$ cat config.mk
export PLATFORM = sky130hd
export DESIGN_NAME = t08_spi_flat
export DESIGN_NICKNAME = d
export VERILOG_FILES = /design/src/rtl/t08_spi_pkg.sv /design/src/rtl/t08_spi_if.sv /design/src/rtl/t08_spi_bitclk.sv /design/src/rtl/t08_spi.sv /design/src/flat_wrapper.sv
export SDC_FILE = /design/constraint.sdc
export NUM_CORES = 1
export LEC_CHECK = 0
export ABC_AREA = 0
export CAP_MARGIN = 15
export CELL_PAD_IN_SITES_DETAIL_PLACEMENT = 1
export CELL_PAD_IN_SITES_GLOBAL_PLACEMENT = 1
export CORE_ASPECT_RATIO = 0.7
export CORE_MARGIN = 1
export CORE_UTILIZATION = 39
export CTS_CLUSTER_DIAMETER = 100
export DETAILED_ROUTE_END_ITERATION = 6
export PLACE_DENSITY_LB_ADDON = 0.1
export SLEW_MARGIN = 20
export SYNTH_ARGS = -nofsm -noshare
export SYNTH_HDL_FRONTEND = slang
export SYNTH_SLANG_ARGS = --single-unit
$ cat constraint.sdc
create_clock -name clk -period 3.2 [get_ports clk]
set_input_delay 0.64 -clock clk [delete_from_list [all_inputs] [get_ports clk]]
set_output_delay 0.64 -clock clk [all_outputs]
set_load 0.005 [all_outputs]
$ cat src/rtl/t08_spi_pkg.sv
// rtl/t08_spi_pkg.sv - shared types, constants and helpers for the display SPI transmitter
package t08_spi_pkg;

  typedef enum logic [1:0] {
    IDLE  = 2'd0,
    CMD   = 2'd1,
    PARAM = 2'd2,
    DONE  = 2'd3
  } spi_state_t;

  localparam int MAX_PARAM_BYTES = 4;

  // MMIO register addresses for the command and parameter registers
  localparam int SPI_ADDRESS_C = 121212;
  localparam int SPI_ADDRESS_P = 333333;

  // Parameter counts above the register width of the panel protocol saturate
  function automatic logic [2:0] clamp_count(input logic [3:0] cnt);
    return (cnt > 4'(MAX_PARAM_BYTES)) ? 3'(MAX_PARAM_BYTES) : cnt[2:0];
  endfunction

  // Byte idx of the right-justified parameter word (idx 0 = least significant)
  function automatic logic [7:0] param_byte(input logic [31:0] params, input logic [1:0] idx);
    return params[{idx, 3'b000} +: 8];
  endfunction

endpackage

$ cat src/rtl/t08_spi_if.sv
// rtl/t08_spi_if.sv - MMIO-side command interface and panel pins of the SPI transmitter
interface t08_spi_if;
  logic [7:0]  spi_command_i;
  logic [3:0]  spi_counter_i;
  logic [31:0] spi_parameters_i;
  logic        spi_write_i;
  logic        spi_enable_i;
  logic        spi_busy_o;
  logic        spi_sck_o;
  logic        spi_mosi_o;
  logic        spi_cs_n_o;
  logic        spi_dc_o;

  modport master (
    output spi_command_i, spi_counter_i, spi_parameters_i, spi_write_i, spi_enable_i,
    input  spi_busy_o, spi_sck_o, spi_mosi_o, spi_cs_n_o, spi_dc_o
  );

  modport slave (
    input  spi_command_i, spi_counter_i, spi_parameters_i, spi_write_i, spi_enable_i,
    output spi_busy_o, spi_sck_o, spi_mosi_o, spi_cs_n_o, spi_dc_o
  );
endinterface

$ cat src/rtl/t08_spi_bitclk.sv
// rtl/t08_spi_bitclk.sv - SCK divider: low half then high half per bit, with bit-end strobe
module t08_spi_bitclk #(
  parameter int CLK_DIV = 2
) (
  input  logic clk,
  input  logic rst,
  input  logic run,
  output logic sck,
  output logic bit_end
);

  localparam int CW = $clog2(CLK_DIV) + 1;
  localparam logic [CW-1:0] HALF_LAST = CW'(CLK_DIV - 1);

  logic [CW-1:0] div_cnt;
  logic          phase;
  logic          half_end;

  // phase 0 is the SCK-low half of a bit, phase 1 the high half
  assign half_end = run && (div_cnt == HALF_LAST);
  assign bit_end  = half_end && phase;
  assign sck      = phase;

  // Divider restarts from the low half whenever the shifter is not running
  always_ff @(posedge clk) begin
    if (rst || !run) begin
      div_cnt <= '0;
      phase   <= 1'b0;
    end else if (half_end) begin
      div_cnt <= '0;
      phase   <= ~phase;
    end else begin
      div_cnt <= div_cnt + 1'b1;
    end
  end

endmodule

$ cat src/rtl/t08_spi.sv
// rtl/t08_spi.sv - write-only mode-0 SPI transmitter for the display panel (command + params)
module t08_spi #(
  parameter int CLK_DIV = 2
) (
  input  logic      clk,
  input  logic      rst,
  t08_spi_if.slave  bus
);
  import t08_spi_pkg::*;

  spi_state_t  state;
  logic [7:0]  cmd_stage;
  logic [3:0]  cnt_stage;
  logic [7:0]  shift;
  logic [31:0] params;
  logic [2:0]  nbytes;
  logic [2:0]  bit_cnt;
  logic        busy;
  logic        cs_n;
  logic        dc;
  logic        mosi;
  logic        sck;
  logic        bit_end;
  logic        run;
  logic [2:0]  left_after;
  logic [7:0]  next_byte;

  assign run = (state == CMD) || (state == PARAM);

  t08_spi_bitclk #(.CLK_DIV(CLK_DIV)) u_bitclk (
    .clk     (clk),
    .rst     (rst),
    .run     (run),
    .sck     (sck),
    .bit_end (bit_end)
  );

  // Bytes still owed after the current one, and the byte that follows it
  always_comb begin
    left_after = nbytes;
    next_byte  = 8'h00;
    if (state == PARAM) begin
      left_after = nbytes - 3'd1;
    end
    if (left_after != 3'd0) begin
      next_byte = param_byte(params, 2'(left_after - 3'd1));
    end
  end

  // Staging register: command writes (enable low) park command and count for the next start
  always_ff @(posedge clk) begin
    if (rst) begin
      cmd_stage <= 8'h00;
      cnt_stage <= 4'h0;
    end else if ((bus.spi_command_i != 8'h00) && !bus.spi_enable_i) begin
      cmd_stage <= bus.spi_command_i;
      cnt_stage <= bus.spi_counter_i;
    end
  end

  // Frame sequencer and shifter; MOSI/DC only move at bit boundaries while SCK is low
  always_ff @(posedge clk) begin
    if (rst) begin
      state   <= IDLE;
      shift   <= 8'h00;
      params  <= 32'h0;
      nbytes  <= 3'd0;
      bit_cnt <= 3'd0;
      busy    <= 1'b0;
      cs_n    <= 1'b1;
      dc      <= 1'b0;
      mosi    <= 1'b0;
    end else begin
      case (state)
        IDLE: begin
          if (bus.spi_write_i && bus.spi_enable_i) begin
            state   <= CMD;
            params  <= bus.spi_parameters_i;
            nbytes  <= clamp_count(cnt_stage);
            mosi    <= cmd_stage[7];
            shift   <= {cmd_stage[6:0], 1'b0};
            bit_cnt <= 3'd0;
            busy    <= 1'b1;
            cs_n    <= 1'b0;
            dc      <= 1'b0;
          end
        end
        CMD, PARAM: begin
          if (bit_end) begin
            bit_cnt <= bit_cnt + 3'd1;
            if (bit_cnt != 3'd7) begin
              mosi  <= shift[7];
              shift <= {shift[6:0], 1'b0};
            end else begin
              nbytes <= left_after;
              if (left_after != 3'd0) begin
                state <= PARAM;
                dc    <= 1'b1;
                mosi  <= next_byte[7];
                shift <= {next_byte[6:0], 1'b0};
              end else begin
                state <= DONE;
                cs_n  <= 1'b1;
                dc    <= 1'b0;
                mosi  <= 1'b0;
              end
            end
          end
        end
        DONE: begin
          state <= IDLE;
          busy  <= 1'b0;
        end
        default: state <= IDLE;
      endcase
    end
  end

  assign bus.spi_busy_o = busy;
  assign bus.spi_sck_o  = sck;
  assign bus.spi_mosi_o = mosi;
  assign bus.spi_cs_n_o = cs_n;
  assign bus.spi_dc_o   = dc;

endmodule

$ cat src/flat_wrapper.sv
// flat-port wrapper written by rule: the top's interface ports become plain ports
module t08_spi_flat import t08_spi_pkg::*;
#(
  parameter int CLK_DIV = 2
)
  (clk, rst, bus_spi_command_i, bus_spi_counter_i, bus_spi_parameters_i, bus_spi_write_i, bus_spi_enable_i, bus_spi_busy_o, bus_spi_sck_o, bus_spi_mosi_o, bus_spi_cs_n_o, bus_spi_dc_o);
  t08_spi_if bus_i ();
  input  logic clk;
  input  logic rst;
  input wire logic [$bits(bus_i.spi_command_i)-1:0] bus_spi_command_i;
  input wire logic [$bits(bus_i.spi_counter_i)-1:0] bus_spi_counter_i;
  input wire logic [$bits(bus_i.spi_parameters_i)-1:0] bus_spi_parameters_i;
  input wire logic [$bits(bus_i.spi_write_i)-1:0] bus_spi_write_i;
  input wire logic [$bits(bus_i.spi_enable_i)-1:0] bus_spi_enable_i;
  output wire logic [$bits(bus_i.spi_busy_o)-1:0] bus_spi_busy_o;
  output wire logic [$bits(bus_i.spi_sck_o)-1:0] bus_spi_sck_o;
  output wire logic [$bits(bus_i.spi_mosi_o)-1:0] bus_spi_mosi_o;
  output wire logic [$bits(bus_i.spi_cs_n_o)-1:0] bus_spi_cs_n_o;
  output wire logic [$bits(bus_i.spi_dc_o)-1:0] bus_spi_dc_o;
  assign bus_i.spi_command_i = bus_spi_command_i;
  assign bus_i.spi_counter_i = bus_spi_counter_i;
  assign bus_i.spi_parameters_i = bus_spi_parameters_i;
  assign bus_i.spi_write_i = bus_spi_write_i;
  assign bus_i.spi_enable_i = bus_spi_enable_i;
  assign bus_spi_busy_o = bus_i.spi_busy_o;
  assign bus_spi_sck_o = bus_i.spi_sck_o;
  assign bus_spi_mosi_o = bus_i.spi_mosi_o;
  assign bus_spi_cs_n_o = bus_i.spi_cs_n_o;
  assign bus_spi_dc_o = bus_i.spi_dc_o;
  t08_spi #(.CLK_DIV(CLK_DIV)) u_core (.clk(clk), .rst(rst), .bus(bus_i));
endmodule
==> results_dict.tcl <==
set metrics [dict create \
    status "completed" \
    synth-seq-cells 66 \
    rsz0062_at_grt "no" \
    ys.warnings.count 0 \
    syn_nets 399 \
    coreArea_um2 7320 \
    cts_tree "yes" \
    antenna_found_initial 0 \
    vias 2571 \
    cts_buffers 9 \
    wl_met3_um 318 \
    crit_path_end_kind "register" \
    die_x_um 106.2 \
    post_cts_buffers 0 \
    ir_worst_vdd_mv 0.1937 \
    grt_max_degree 46 \
    fin_area_um2 3777 \
    met1Wirelength_mm 3.814 \
    hold_path_depth 1 \
    p_per_area_nw_per_um2 533.5 \
    cts-root-buf "clkbuf_8" \
    grt_overflow_total 0 \
    die_area_um2 7965 \
    io_pins 53 \
    synth.yosys.seq_area_share_pct 44.54 \
    top_layer_used "met4" \
    post_cts_resized 0 \
    syn-instance-count 343 \
    final_cell_mix "nand2_1, dfxtp_1, clkdlybuf4s50_1" \
    drt_iter0_drc 74 \
    grt_usage_pct 20.43 \
    rows 26 \
    die_h_um 74.97 \
    hold_start "u_core.u_bitclk.div_cnt[0]$_SDFF_PP0_" \
    postPlaceCellArea_um2 3573 \
    finalHoldViolCount 0 \
    final-max-slew-violation-count 0 \
    final_common_cell "nand2_1" \
    fmaxAchievable_mhz 370.7 \
    leakage_nw 1.406 \
    routed_via_density 5.215 \
    antenna_cells 0 \
    fin_nets 447 \
    syn_area_um2 2967 \
    clk_latency_ps 340 \
    synth_area_leaders "dfxtp_1, nand2_1, a21oi_1, mux2i_1, mux2_2" \
    totalPowerFinal_mw 2.015 \
    cts-htree-levels 3 \
    numClockSinks 66 \
    tns_ps 0 \
    initial_core_util_pct 40.53 \
    grt_pass1_wl_mm 12.36 \
    critPathKind "register to register" \
    arrival_ps 2940 \
    holdWs_ps 448.3 \
    hold_class "register to register" \
    post_drt_wl_per_cell_um 15.44 \
    slew_headroom_pct 43.29 \
    min_to "u_core.u_bitclk.div_cnt[0]$_SDFF_PP0_" \
    avgSynthCellArea_um2 8.649 \
    nFillCells 858 \
    synth_cell_types 41 \
    dpl.hpwl_mm 5.529 \
    worst_pin_slew_ps 850.7 \
    r2r-start "u_core.state[0]$_SDFFE_PP0P_" \
    synth_top_cell_area_share_pct 44.54 \
    wirelength_mm 7.614 \
    critical_path_required_ps 3440 \
    rr_worst_depth 8 \
    period_share_pct 84.31 \
    r2r_slack_ps 500 \
    first_pass_iters 4 \
    synth_top_cell_by_area "dfxtp_1" \
    drt.antenna.violating_nets 0 \
    setup_viol 0 \
    holdBufCountCts 0 \
    max-cap-violations 0 \
    fin_util_pct 51.61 \
    crit_path_start_kind "register" \
    clk_pin_slew_ps 70 \
    final_layout_size_suffix_gt1_share_pct 10.63 \
    cp_max_fo 16 \
    syn_to_final_growth_pct 27.33 \
    drc_errors 0 \
    r2r_end "u_core.shift[1]$_SDFFE_PP0P_" \
    met2_length_mm 3.426 \
    clockBufferDepth 2 \
    period_minus_slack_ps 2698 \
    grt_pass1_vias 2549 \
    skew_ps 2.616 \
    globalplace.congestion 0.7613 \
    port_buffers 52 \
]
-- registers in the layout (all words and copies together) (netlist names) --
signal / count
u_core.bus.spi_busy_o: 1
u_core.shift: 7
u_core.u_bitclk.sck: 1
u_core.bit_cnt: 3
u_core.state: 2
u_core.params: 32
u_core.cmd_stage: 8
u_core.cnt_stage: 4
u_core.bus.spi_mosi_o: 1
u_core.bus.spi_dc_o: 1
u_core.bus.spi_cs_n_o: 1
u_core.nbytes: 3
u_core.u_bitclk.div_cnt: 2
-- cells by family after synthesis --
| family | synth area share, % |
|---|---|
| xor gates and xnor gates | 1.223 |
| DFF | 44.54 |
| buffers and inverters | 3.965 |
| AOI/OAI and AO/OA | 16.87 |
| adders and majority gates | 3.374 |
| and+or+nand+nor | 19.11 |
| muxes | 10.92 |
-- cell type report --
cell class / count / area, µm² / area share (%)
inverters: 7 / 26.28 / 0.6956
clock inverters: 2 / 35.03 / 0.9275
well taps: 98 / 122.6 / 3.246
repair buffers: 60 / 575.6 / 15.24
clock buffers: 13 / 168.9 / 4.472
flip-flops and latches: 66 / 1321 / 34.98
multi-input cells: 247 / 1528 / 40.44
-- synth_stat cells --
master / n
nand2_1: 76
dfxtp_1: 66
a21oi_1: 47
nor2_1: 23
clkbuf_1: 19
mux2i_1: 14
mux2_2: 12
a211oi_1: 8
ha_1: 8
inv_1: 7
a221oi_1: 6
o2bb2ai_1: 6
nand3_1: 5
nor3_1: 5
and3_1: 4
nand2b_1: 4
nand3b_1: 3
o21ai_0: 3
a21boi_1: 2
a31oi_1: 2
buf_1: 2
nor4_1: 2
a21bo_2: 1
a311oi_1: 1
a311oi_2: 1
and2_0: 1
buf_2: 1
buf_4: 1
mux4_1: 1
mux4_2: 1
nor2b_1: 1
nor3_2: 1
nor4_2: 1
o21bai_1: 1
o22ai_1: 1
o32a_1: 1
or3_1: 1
or3b_1: 1
or4b_2: 1
xnor2_1: 1
xnor2_4: 1
-- per-layer routing --
layer	vias up	track usage, %
met3	6	6.061
met5	-	0
met4	0	5.093
met1	1228	27.12
met2	48	33.04
li1	1289	-
-- report_power, final --
| part | total, mW | switching, mW | leakage [nW] | internal, mW |
|---|---|---|---|---|
| sequential | 0.920 | 0.0376 | 0.540 | 0.883 |
| combinational | 0.365 | 0.189 | 0.760 | 0.176 |
| clock | 0.730 | 0.312 | 0.106 | 0.419 |
-- worst max-delay path: stages, from the launching register on --
cell and delay [ps]:
dfxtp_1 370, inv_1 80, ha_1 310, xnor2_4 510
ha_1 250, and3_1 150, nand3_1 230, and2_0 390
a311oi_1 300
-- metrics by stage --
stage          setup WS, ps  instances
2_1_floorplan         933.3        343
3_3_place_gp          625.4        478
3_5_place_dp          506.1        478
4_1_cts               480.1        493
5_1_grt               260.6        493
6_report              502.2        493
-- worst max path at each step --
| stage | start | cells past startpoint | to |
|---|---|---|---|
| floorplan | u_core.state[0]$_SDFFE_PP0P_ | 8 | u_core.bus.spi_mosi_o$_SDFFE_PP0P_ |
| global placement | bus_spi_enable_i | 5 | u_core.nbytes[0]$_SDFFE_PP0P_ |
| detailed placement | u_core.state[0]$_SDFFE_PP0P_ | 8 | u_core.shift[1]$_SDFFE_PP0P_ |
| CTS | u_core.state[0]$_SDFFE_PP0P_ | 8 | u_core.shift[1]$_SDFFE_PP0P_ |
| global route | u_core.state[0]$_SDFFE_PP0P_ | 8 | u_core.shift[1]$_SDFFE_PP0P_ |
| finish | u_core.state[0]$_SDFFE_PP0P_ | 8 | u_core.shift[1]$_SDFFE_PP0P_ |
Note: power is estimated with default switching activity, not from simulation.
